`config.mk`:
```
export PLATFORM = sky130hd
export DESIGN_NAME = div_seq_ctrl_flat
export DESIGN_NICKNAME = d
export VERILOG_FILES = /design/src/rtl/div_ctrl_pkg.sv /design/src/rtl/div_seq_ctrl_if.sv /design/src/rtl/div_step.sv /design/src/rtl/div_seq_ctrl.sv /design/src/flat_wrapper.sv
export SDC_FILE = /design/constraint.sdc
export NUM_CORES = 1
export LEC_CHECK = 0
export CAP_MARGIN = 15
export CORE_MARGIN = 4
export CORE_UTILIZATION = 55
export CTS_BUF_LIST = sky130_fd_sc_hd__clkbuf_4 sky130_fd_sc_hd__clkbuf_8
export DETAILED_ROUTE_END_ITERATION = 12
export GPL_TIMING_DRIVEN = 0
export PLACE_DENSITY = 0.89
export SETUP_SLACK_MARGIN = 0.15
export SYNTH_ARGS = -nofsm -noshare
export SYNTH_HDL_FRONTEND = slang
export SYNTH_HIERARCHICAL = 1
export SYNTH_SLANG_ARGS = --single-unit
```
`constraint.sdc`:
```
create_clock -name clk -period 10.15 [get_ports clk]
set_clock_uncertainty 0.2 [all_clocks]
set_input_delay 2.5375 -clock clk [delete_from_list [all_inputs] [get_ports clk]]
set_output_delay 2.5375 -clock clk [all_outputs]
set_load 0.02 [all_outputs]
```
`src/rtl/div_ctrl_pkg.sv`:
```
// Shared types and constants for the sequential signed divider.
package div_ctrl_pkg;
  localparam int DEF_WIDTH  = 32;
  localparam int ITER_COUNT = DEF_WIDTH;
  localparam int CNT_W      = $clog2(DEF_WIDTH);
  localparam logic [DEF_WIDTH-1:0] DZ_RESULT = '1;

  typedef enum logic [2:0] {
    IDLE  = 3'd0,
    ITER  = 3'd1,
    FIXUP = 3'd2,
    SIGN  = 3'd3,
    DONE  = 3'd4
  } state_t;
endpackage

```
`src/rtl/div_seq_ctrl_if.sv`:
```
// Request/response bundle between the control unit and the divider.
interface div_seq_ctrl_if #(parameter int WIDTH = 32);
  logic             start;
  logic             kill;
  logic [WIDTH-1:0] dividend;
  logic [WIDTH-1:0] divisor;
  logic             busy;
  logic             done;
  logic [WIDTH-1:0] quotient;
  logic [WIDTH-1:0] remainder;
  logic             div_by_zero;

  modport master (
    output start, kill, dividend, divisor,
    input  busy, done, quotient, remainder, div_by_zero
  );
  modport slave (
    input  start, kill, dividend, divisor,
    output busy, done, quotient, remainder, div_by_zero
  );
endinterface

```
`src/rtl/div_step.sv`:
```
// One non-restoring divide iteration: shift in the next dividend bit, then add or subtract |b|.
module div_step #(parameter int WIDTH = 32) (
  input  logic [WIDTH:0]   p,
  input  logic [WIDTH-1:0] q,
  input  logic [WIDTH-1:0] b_mag,
  output logic [WIDTH:0]   p_next,
  output logic [WIDTH-1:0] q_next
);
  logic [WIDTH:0] p_sh;

  always_comb begin
    p_sh   = {p[WIDTH-1:0], q[WIDTH-1]};
    p_next = p_sh[WIDTH] ? (p_sh + {1'b0, b_mag}) : (p_sh - {1'b0, b_mag});
    q_next = {q[WIDTH-2:0], ~p_next[WIDTH]};
  end
endmodule

```
`src/rtl/div_seq_ctrl.sv`:
```
// Multi-cycle signed divide controller: one quotient bit per clock, truncating division.
module div_seq_ctrl
  import div_ctrl_pkg::*;
#(
  parameter int WIDTH = DEF_WIDTH
) (
  input logic           clk,
  input logic           rst_n,
  div_seq_ctrl_if.slave bus
);
  localparam int CW = $clog2(WIDTH);

  state_t           state;
  logic [CW-1:0]    cnt;
  logic             dz_pend;
  logic [WIDTH:0]   p;
  logic [WIDTH-1:0] q;
  logic [WIDTH-1:0] b_mag;
  logic             sign_q;
  logic             sign_r;
  logic [WIDTH:0]   p_nx;
  logic [WIDTH-1:0] q_nx;
  logic             accept;

  function automatic logic [WIDTH-1:0] neg(input logic [WIDTH-1:0] x);
    return ~x + WIDTH'(1);
  endfunction

  function automatic logic [WIDTH-1:0] mag(input logic [WIDTH-1:0] x);
    return x[WIDTH-1] ? neg(x) : x;
  endfunction

  assign accept = (state == IDLE) && bus.start && !bus.kill;

  div_step #(.WIDTH(WIDTH)) u_step (
    .p      (p),
    .q      (q),
    .b_mag  (b_mag),
    .p_next (p_nx),
    .q_next (q_nx)
  );

  // Datapath: operand capture, iteration, final remainder restore
  always_ff @(posedge clk) begin
    if (accept) begin
      p      <= '0;
      q      <= mag(bus.dividend);
      b_mag  <= mag(bus.divisor);
      sign_q <= bus.dividend[WIDTH-1] ^ bus.divisor[WIDTH-1];
      sign_r <= bus.dividend[WIDTH-1];
    end else if (state == ITER) begin
      p <= p_nx;
      q <= q_nx;
    end else if (state == FIXUP && p[WIDTH]) begin
      p <= p + {1'b0, b_mag};
    end
  end

  // Control FSM with registered outputs; divide-by-zero spends two cycles in DONE
  always_ff @(posedge clk) begin
    if (!rst_n) begin
      state           <= IDLE;
      cnt             <= '0;
      dz_pend         <= 1'b0;
      bus.busy        <= 1'b0;
      bus.done        <= 1'b0;
      bus.quotient    <= '0;
      bus.remainder   <= '0;
      bus.div_by_zero <= 1'b0;
    end else begin
      bus.done <= 1'b0;
      if (bus.kill && state != IDLE) begin
        state    <= IDLE;
        bus.busy <= 1'b0;
        dz_pend  <= 1'b0;
      end else begin
        case (state)
          IDLE: begin
            if (accept) begin
              if (bus.divisor == '0) begin
                state   <= DONE;
                dz_pend <= 1'b1;
              end else begin
                state    <= ITER;
                bus.busy <= 1'b1;
                cnt      <= CW'(WIDTH - 1);
              end
            end
          end
          ITER: begin
            cnt <= cnt - CW'(1);
            if (cnt == '0) state <= FIXUP;
          end
          FIXUP: state <= SIGN;
          SIGN: begin
            bus.quotient    <= sign_q ? neg(q) : q;
            bus.remainder   <= sign_r ? neg(p[WIDTH-1:0]) : p[WIDTH-1:0];
            bus.div_by_zero <= 1'b0;
            bus.done        <= 1'b1;
            bus.busy        <= 1'b0;
            state           <= DONE;
          end
          DONE: begin
            if (dz_pend) begin
              bus.quotient    <= '1;
              bus.remainder   <= '1;
              bus.div_by_zero <= 1'b1;
              bus.done        <= 1'b1;
              dz_pend         <= 1'b0;
            end else begin
              state <= IDLE;
            end
          end
          default: state <= IDLE;
        endcase
      end
    end
  end
endmodule

```
`src/flat_wrapper.sv`:
```
// flat-port wrapper written by rule: the top's interface ports become plain ports
module div_seq_ctrl_flat import div_ctrl_pkg::*;
#(
  parameter int WIDTH = DEF_WIDTH
)
  (clk, rst_n, bus_start, bus_kill, bus_dividend, bus_divisor, bus_busy, bus_done, bus_quotient, bus_remainder, bus_div_by_zero);
  div_seq_ctrl_if #(.WIDTH(WIDTH)) bus_i ();
  input logic clk;
  input logic rst_n;
  input wire logic [$bits(bus_i.start)-1:0] bus_start;
  input wire logic [$bits(bus_i.kill)-1:0] bus_kill;
  input wire logic [$bits(bus_i.dividend)-1:0] bus_dividend;
  input wire logic [$bits(bus_i.divisor)-1:0] bus_divisor;
  output wire logic [$bits(bus_i.busy)-1:0] bus_busy;
  output wire logic [$bits(bus_i.done)-1:0] bus_done;
  output wire logic [$bits(bus_i.quotient)-1:0] bus_quotient;
  output wire logic [$bits(bus_i.remainder)-1:0] bus_remainder;
  output wire logic [$bits(bus_i.div_by_zero)-1:0] bus_div_by_zero;
  assign bus_i.start = bus_start;
  assign bus_i.kill = bus_kill;
  assign bus_i.dividend = bus_dividend;
  assign bus_i.divisor = bus_divisor;
  assign bus_busy = bus_i.busy;
  assign bus_done = bus_i.done;
  assign bus_quotient = bus_i.quotient;
  assign bus_remainder = bus_i.remainder;
  assign bus_div_by_zero = bus_i.div_by_zero;
  div_seq_ctrl #(.WIDTH(WIDTH)) u_core (.clk(clk), .rst_n(rst_n), .bus(bus_i));
endmodule
```
==> results by group, run 1 <==
CTS
  • Worst-path clk slew: ~0.11 ns
  • Number of clock sinks seen by CTS: 175
  • Clock root buffer: sky130_fd_sc_hd__clkbuf_8
  • CTS Hold Bufs: 0
  • Clock latency of the later-clocked register in the worst-skew pair: roughly 0.47 ns
  • Number of gates given a new drive strength after cts: 0
  • Number of CTS-inserted buffers: 17
  • Number of post-CTS setup repair buffers: 0
  • CTS HTree Levels: 4
  • Bufs on Longest Clock Path: 2
  • Clock tree from TritonCTS: built

Timing
  • Final clock period utilization by the worst path: 57.5%
  • Hold WS: ~0.26 ns
  • Slew at the pin closest to its max-slew limit: ~0.95 ns
  • Relative slew slack: 36.8%
  • Number of pins with negative max-slew slack in the final report: 0
  • Final hold violation count: 0
  • Setup repair after global routing missed its margin: no
  • Summed negative setup slack over all endpoints: 0 ns
  • Time the worst path needs with I/O delays and setup: 5.83 ns
  • Fmax: 171 MHz
  • Final setup violation count: 0

Synthesis
  • Cell accounting for the most synthesized area: sky130_fd_sc_hd__dfxtp_1
  • Area of the mapped netlist: 13200 um2
  • Commonest cells post-synth: 173 x sky130_fd_sc_hd__a21oi_1, 171 x sky130_fd_sc_hd__o21ai_0, 136 x sky130_fd_sc_hd__nand2_1
  • Most frequent cell after synthesis: sky130_fd_sc_hd__a21oi_1
  • Sequential fraction of the synthesis area: between 30% and 40%
  • Net Count, Synth: ~1700
  • Yosys warning count: 6
  • Yosys cell types: 74
  • Cells taking the most area after synthesis: sky130_fd_sc_hd__dfxtp_1 16%, sky130_fd_sc_hd__edfxtp_1 15%, sky130_fd_sc_hd__xor2_1 8.6%
  • Avg Cell Area, Syn: 8.36 um2
  • Synth async-reset ratio: 0%
  • Number of flops mapped to enable cells by yosys: 66
  • Share of the synthesized area in the top cell type: between 15 and 20%
  • Most used flip-flop cell after synthesis: sky130_fd_sc_hd__dfxtp_1
  • Flop and latch count out of synthesis: 175
  • Cell count after synthesis: ~1600

Power and ir drop
  • Proportion of power drawn by combinational gates: 51.5%
  • Highest ir drop seen on vdd: 0.0999 mV
  • Fraction of power consumed by the clock network: 17.1%
  • Sw Pwr: 1.38 mW
  • Internal power consumption: roughly 1.6 mW
  • Fraction of power spent switching nets: 45.5%
  • Static power due to leakage: around 5.9 nW
  • Power density over the cells: 196 nW/um2
  • Relative contribution of sequential cells to total power: 31.4%

Final layout
  • Reg area: 4160 um2
  • Utilization after layout: 65.4%
  • Ant. Diodes: 0
  • Syn-to-layout area delta: 16.6%
  • Fin cells: 2070
  • Multi-input gate area in the final layout: 8390 um2
  • Number of nets in the final layout: 1880
  • Number of filler cells placed in the layout: roughly 2000
  • Share of cells above drive strength 1: just over 6%

Route
  • Sum of routed wire length over all layers: 41.4 mm
  • Via density: between 6 and 7
  • Number of iterations in the first detailed-routing pass: 6
  • Post-route antenna net violation count: 0
  • Via count: 13063
  • DRT iter0 DRCs: 1459
  • Final routed DRC violation total: 0
  • Detail-routed net length per standard cell: 20.0 um

Worst hold path
  • Worst hold path depth: 2
  • Hold Path Class: flop to flop

Global routing
  • Maximum number of pins on one net before global-route repair: 44
  • Initial antenna violation count: 0
  • Vias in the first global route: around 12000
  • Remaining global-route overflow: 0
  • Global-route usage over all layers: between 30% and 40%
  • Global-route wire length before repair: 64.0 mm

Place
  • Dpl hpwl: 32.4 mm
  • Cell total after placement: 2038
  • Number of input and output port buffers inserted: 133
  • Routability Congestion: 1.00

Worst setup path
  • Required time of the worst setup path: 10.32 ns
  • Worst setup path category: input pin to flop
  • Critical path peak fanout: 5
  • Worst Setup End Kind: flop
  • Count of cells along the worst register-to-register path: 18
  • Data arrival time at the worst-slack endpoint: 6.00 ns
  • Element type at the critical path start: input pin

Die
  • Num ports: 135
  • Die height: 163 um
  • Core Box Area: 23600 um2
  • Die Footprint: 26600 um2
  • Starting Density: 56.1%
  • Horiz. Die Dim: 163 um
  • Standard-cell rows: 56

Run status
  • Run status: completed

Flow run
  • Max capacitance violation total: 0
-- final timing paths --
kind / start / to / slack, ns
min: u_core/dz_pend$_SDFFE_PP0P_ / u_core/dz_pend$_SDFFE_PP0P_ / 0.26
max: bus_divisor[0] / u_core/cnt[4]$_SDFFE_PN0P_ / 4.32
min reg2reg: u_core/dz_pend$_SDFFE_PP0P_ / u_core/dz_pend$_SDFFE_PP0P_ / 0.26
max reg2reg: u_core/b_mag[0]$_DFFE_PP_ / u_core/p[31]$_SDFFE_PP0P_ / 4.78
-- cell type report --
| class | instances | area share (%) |
|---|---|---|
| Clock inverter | 15 | 1.24 |
| Clock buffer | 17 | 1.52 |
| Inverter | 30 | 0.730 |
| Buffer | 119 | 3.71 |
| Multi-Input combinational cell | 1260 | 54.4 |
| Timing Repair Buffer | 135 | 8.85 |
| Tap cell | 319 | 2.59 |
| Sequential cell | 175 | 27.0 |
-- sequential cells by signal, indices dropped and copies added (netlist names) --
| name | cells |
|---|---|
| u_core/b_mag | 32 |
| u_core/bus.busy | 1 |
| u_core/bus.div_by_zero | 1 |
| u_core/bus.done | 1 |
| u_core/bus.quotient | 32 |
| u_core/bus.remainder | 32 |
| u_core/cnt | 5 |
| u_core/dz_pend | 1 |
| u_core/p | 33 |
| u_core/q | 32 |
| u_core/sign_q | 1 |
| u_core/sign_r | 1 |
| u_core/state | 3 |
-- cells in the final DEF (no fill, tap or decap), types with 15 or more instances in the layout --
cell / count
sky130_fd_sc_hd__a21o_1: 32
sky130_fd_sc_hd__a21oi_1: 173
sky130_fd_sc_hd__a31oi_1: 15
sky130_fd_sc_hd__buf_4: 31
sky130_fd_sc_hd__clkbuf_1: 78
sky130_fd_sc_hd__clkbuf_8: 17
sky130_fd_sc_hd__clkdlybuf4s50_1: 133
sky130_fd_sc_hd__dfxtp_1: 109
sky130_fd_sc_hd__edfxtp_1: 66
sky130_fd_sc_hd__ha_1: 72
sky130_fd_sc_hd__inv_1: 30
sky130_fd_sc_hd__nand2_1: 136
sky130_fd_sc_hd__nand3_1: 22
sky130_fd_sc_hd__nand4_1: 19
sky130_fd_sc_hd__nor2_1: 80
sky130_fd_sc_hd__nor3_1: 20
sky130_fd_sc_hd__o211ai_1: 16
sky130_fd_sc_hd__o21ai_0: 171
sky130_fd_sc_hd__o21ai_1: 15
sky130_fd_sc_hd__o31ai_1: 35
sky130_fd_sc_hd__o41ai_1: 15
sky130_fd_sc_hd__or3_1: 24
sky130_fd_sc_hd__or4_1: 28
sky130_fd_sc_hd__xnor2_1: 67
sky130_fd_sc_hd__xor2_1: 130
-- critical path: stages --
cell	delay, ns
sky130_fd_sc_hd__clkdlybuf4s50_1	0.46
sky130_fd_sc_hd__inv_1	0.08
sky130_fd_sc_hd__ha_1	0.16
sky130_fd_sc_hd__or3b_2	0.48
sky130_fd_sc_hd__or3_1	0.41
sky130_fd_sc_hd__or4_1	0.66
sky130_fd_sc_hd__o31ai_2	0.67
sky130_fd_sc_hd__a2bb2oi_2	0.28
sky130_fd_sc_hd__nor2_1	0.08
sky130_fd_sc_hd__o211a_1	0.20
-- power by group through the flow --
stage | sequential (mW) | clock [mW] | combinational, mW
2_1_floorplan | 0.893 | 0 | 1.16
3_3_place_gp | 0.952 | 0 | 1.48
3_5_place_dp | 0.954 | 0 | 1.50
4_1_cts | 0.938 | 0.520 | 1.51
5_1_grt | 0.953 | 0.550 | 1.71
6_report | 0.948 | 0.517 | 1.56
-- metal layers --
| layer | share of wire (%) | global-route usage, % | vias up |
|---|---|---|---|
| li1 | - | - | 6161 |
| met1 | 42 | 39.7 | 6106 |
| met2 | 46 | 50.4 | 687 |
| met3 | 9.0 | 4.19 | 109 |
| met4 | 3.5 | 11.0 | 0 |
| met5 | 0 | 0 | - |
-- logic make-up after synthesis --
| logic type | Yosys count | synth area share, % |
|---|---|---|
| XOR/XNOR | 197 | 13.0 |
| adder cells (fa/ha/maj) | 74 | 7.11 |
| AND/OR/NAND/NOR | 411 | 15.9 |
| AO/OA/AOI/OAI | 570 | 26.7 |
| multiplexers | 8 | 0.624 |
| buffers and inverters | 149 | 5.17 |
| flip-flops | 175 | 31.4 |
-- per-stage QoR --
step | cell area (um2) | setup WS [ns] | power, mW
after floorplan | 13200 | 4.84 | 2.05
after global placement | 15000 | 3.71 | 2.43
after detailed placement | 15000 | 3.86 | 2.45
after CTS | 15400 | 4.35 | 2.97
after global routing | 15400 | 4.26 | 3.21
final | 15400 | 4.32 | 3.02
Note: power is estimated with default switching activity, not from simulation.
==> run 2, diff against run 1 <==
Settings changed: CORE_UTILIZATION 55 to 54, PLACE_DENSITY 0.89 to 0.9.
Clock period 10.15 ns to 5.2 ns, I/O delays scaled along.
==> run 2 against run 1 <==
  * Combinational power increased by 93%
  * Sequential share of layout area grew 0.050 points
  * Die area rose by 1.8%
  * First-iteration DRC count is 16% higher
  * Register-to-register slack worse by 4.5 ns
  * Total power grew 91%
  * Cell area decreased by 0.19%
  * Via count grew 1.1%
  * Sequential cell count is the same
  * Final cell count is 0.19% higher
  * Sequential power increased by 94%
  * Critical path type is now flop to flop
==> results by group, run 2 (synthesized netlist as in run 1, its figures left out) <==
Worst setup path
  • Critical path peak fanout: 7 (was 5)
  • Data arrival time at the worst-slack endpoint: 5.18 ns (was 6.00 ns)
  • Worst setup path category: flop to flop (was input pin to flop)
  • Element type at the critical path start: flop (was input pin)
  • Required time of the worst setup path: 5.41 ns (was 10.32 ns)
  • Count of cells along the worst register-to-register path: 19 (was 18)
  • Worst Setup End Kind: flop (unchanged)

Final layout
  • Share of cells above drive strength 1: 6.17% (was 6.11%)
  • Fin cells: 2074 (was 2070)
  • Utilization after layout: 63.5% (was 65.4%)
  • Syn-to-layout area delta: 16.3% (was 16.6%)
  • Most common library cell in the layout ignoring fill and taps: sky130_fd_sc_hd__a21oi_1 (unchanged)
  • Number of nets in the final layout: 1879 (was 1880)
  • Register containing the most flip-flops in the final layout: u_core/p (unchanged)
  • Most used cells in the layout excluding fill and tap cells: 172 x sky130_fd_sc_hd__a21oi_1, 171 x sky130_fd_sc_hd__o21ai_0, 136 x sky130_fd_sc_hd__nand2_1, 133 x sky130_fd_sc_hd__clkdlybuf4s50_1, 130 x sky130_fd_sc_hd__xor2_1 (was 173 x sky130_fd_sc_hd__a21oi_1, 171 x sky130_fd_sc_hd__o21ai_0, 136 x sky130_fd_sc_hd__nand2_1, 133 x sky130_fd_sc_hd__clkdlybuf4s50_1, 130 x sky130_fd_sc_hd__xor2_1)
  • Max reg flops: 33 (unchanged)
  • Ant. Diodes: 0 (unchanged)
  • Number of filler cells placed in the layout: 2024 (was 1991)

Timing
  • Final clock period utilization by the worst path: 95.6%
  • Relative slew slack: 35.2% (was 36.8%)
  • Summed negative setup slack over all endpoints: 0 ns (unchanged)
  • Time the worst path needs with I/O delays and setup: 4.97 ns
  • Number of pins with negative max-slew slack in the final report: 0 (unchanged)
  • Fmax: 201 MHz
  • Final setup violation count: 0 (unchanged)
  • Final hold violation count: 0 (unchanged)
  • Slew at the pin closest to its max-slew limit: 0.972 ns (was 0.948 ns)
  • Setup repair after global routing missed its margin: yes (was no)

CTS
  • Number of clock sinks seen by CTS: 175 (unchanged)
  • Clock tree from TritonCTS: built (unchanged)
  • Bufs on Longest Clock Path: 2 (unchanged)
  • Worst-path clk slew: 0.10 ns (was 0.11 ns)
  • Number of CTS-inserted buffers: 17 (unchanged)
  • Clock root buffer: sky130_fd_sc_hd__clkbuf_8 (unchanged)
  • CTS HTree Levels: 4 (unchanged)
  • Clock latency of the later-clocked register in the worst-skew pair: 0.48 ns (was 0.47 ns)
  • CTS Hold Bufs: 0 (unchanged)

Die
  • Horiz. Die Dim: 165 um (was 163 um)
  • Standard-cell rows: 57 (was 56)
  • Die Footprint: 27100 um2 (was 26600 um2)
  • Num ports: 135 (unchanged)
  • Die height: 165 um (was 163 um)
  • Starting Density: 54.6% (was 56.1%)
  • Core Box Area: 24200 um2 (was 23600 um2)

Route
  • DRT iter0 DRCs: 1692 (was 1459)
  • Number of iterations in the first detailed-routing pass: 8 (was 6)
  • Via density: 6.37 (was 6.31)
  • Post-route antenna net violation count: 0 (unchanged)
  • Final routed DRC violation total: 0 (unchanged)
  • Via count: 13203 (was 13063)
  • Detail-routed net length per standard cell: 19.5 um (was 20.0 um)
  • Sum of routed wire length over all layers: 40.5 mm (was 41.4 mm)

Place
  • Routability Congestion: 0.970 (was 1.00)
  • Cell total after placement: 2042 (was 2038)
  • Number of input and output port buffers inserted: 133 (unchanged)
  • Dpl hpwl: 31.5 mm (was 32.4 mm)

Global routing
  • Global-route usage over all layers: 28.9% (was 30.1%)
  • Maximum number of pins on one net before global-route repair: 44 (unchanged)
  • Remaining global-route overflow: 0 (unchanged)
  • Initial antenna violation count: 0 (unchanged)
  • Global-route wire length before repair: 62.4 mm (was 64.0 mm)
  • Vias in the first global route: 12203 (was 12233)

Power and ir drop
  • Highest ir drop seen on vdd: 0.197 mV (was 0.0999 mV)
  • Power density over the cells: 375 nW/um2 (was 196 nW/um2)
  • Static power due to leakage: 5.93 nW (was 5.95 nW)

Worst hold path
  • Worst hold path depth: 2 (unchanged)
  • Hold Path Class: flop to flop (unchanged)

Run status
  • Run status: completed (unchanged)

Flow run
  • Max capacitance violation total: 0 (unchanged)
run 2: changes by cell type in the layout (fill, tap and decap cells not counted), moves of 2 or more:
cell                         previous run  this run
sky130_fd_sc_hd__clkinv_8               4         2
sky130_fd_sc_hd__clkinvlp_4             1         3
sky130_fd_sc_hd__inv_4                  0         2
sky130_fd_sc_hd__inv_6                  3         1
run 2: area by class of cell:
class / count / area [um2] / area share [%]
plain buffers: 119 / 573 / 3.72
well taps: 324 / 405 / 2.63
clock buffers: 17 / 234 / 1.52
repair buffers: 134 / 1360 / 8.82
flip-flops and latches: 175 / 4160 / 27.0
multi-input cells: 1260 / 8410 / 54.6
inverters: 30 / 113 / 0.731
clock inverters: 15 / 145 / 0.942
run 2: report_power, final:
part / total, mW / switching (mW) / internal (mW)
combinational: 3.01 / 1.77 / 1.24
sequential: 1.84 / 0.272 / 1.56
clock: 0.934 / 0.580 / 0.354
run 2: per-layer routing:
| layer | global-route usage (%) | vias to the layer above | wire length [um] |
|---|---|---|---|
| met5 | 0 | - | 0 |
| met4 | 10.8 | 0 | 1260 |
| met3 | 3.44 | 115 | 4060 |
| met2 | 46.9 | 786 | 18300 |
| met1 | 39.7 | 6143 | 16800 |
| li1 | - | 6159 | - |
run 2: path summary, 6_finish.rpt:
path                                    start  slack, ns                     endpoint
setup / recovery    u_core/b_mag[4]$_DFFE_PP_       0.23    u_core/p[31]$_SDFFE_PP0P_
hold / removal    u_core/dz_pend$_SDFFE_PP0P_       0.27  u_core/dz_pend$_SDFFE_PP0P_
setup reg to reg    u_core/b_mag[4]$_DFFE_PP_       0.23    u_core/p[31]$_SDFFE_PP0P_
hold reg to reg   u_core/dz_pend$_SDFFE_PP0P_       0.27  u_core/dz_pend$_SDFFE_PP0P_
run 2: timing repair:
action	in CTS	in global routing
pin swaps	0	0
endpoints found under the setup margin	1	2
setup buffers	0	0
resized for setup	1	3
run 2: worst max-delay path, stage by stage (launching register included):
cell	delay (ns)
sky130_fd_sc_hd__edfxtp_1	0.50
sky130_fd_sc_hd__or3_4	0.44
sky130_fd_sc_hd__nor4_4	0.23
sky130_fd_sc_hd__and4b_4	0.31
sky130_fd_sc_hd__and2_4	0.15
sky130_fd_sc_hd__and4b_4	0.26
sky130_fd_sc_hd__a21oi_1	0.10
sky130_fd_sc_hd__xor2_1	0.18
sky130_fd_sc_hd__ha_1	0.29
sky130_fd_sc_hd__clkbuf_1	0.26
sky130_fd_sc_hd__inv_1	0.11
sky130_fd_sc_hd__o21bai_2	0.25
sky130_fd_sc_hd__a211oi_1	0.13
sky130_fd_sc_hd__o21ai_0	0.34
sky130_fd_sc_hd__mux2_2	0.38
sky130_fd_sc_hd__a311oi_1	0.29
sky130_fd_sc_hd__a22oi_1	0.15
sky130_fd_sc_hd__nor2_1	0.17
sky130_fd_sc_hd__a21oi_1	0.06
sky130_fd_sc_hd__nand3_1	0.10
run 2: per-stage QoR:
| stage | worst slack, ns | instance area [um2] | hold slack [ns] | total power [mW] |
|---|---|---|---|---|
| detailed placement | 0.157 | 15000 | 0.249 | 4.73 |
| global route | 0.0512 | 15400 | 0.290 | 6.13 |
| floorplan | 1.05 | 13200 | 0.225 | 4.01 |
| finish | 0.230 | 15400 | 0.272 | 5.78 |
| global placement | 0.0243 | 15000 | 0.234 | 4.67 |
| CTS | 0.312 | 15400 | 0.263 | 5.67 |
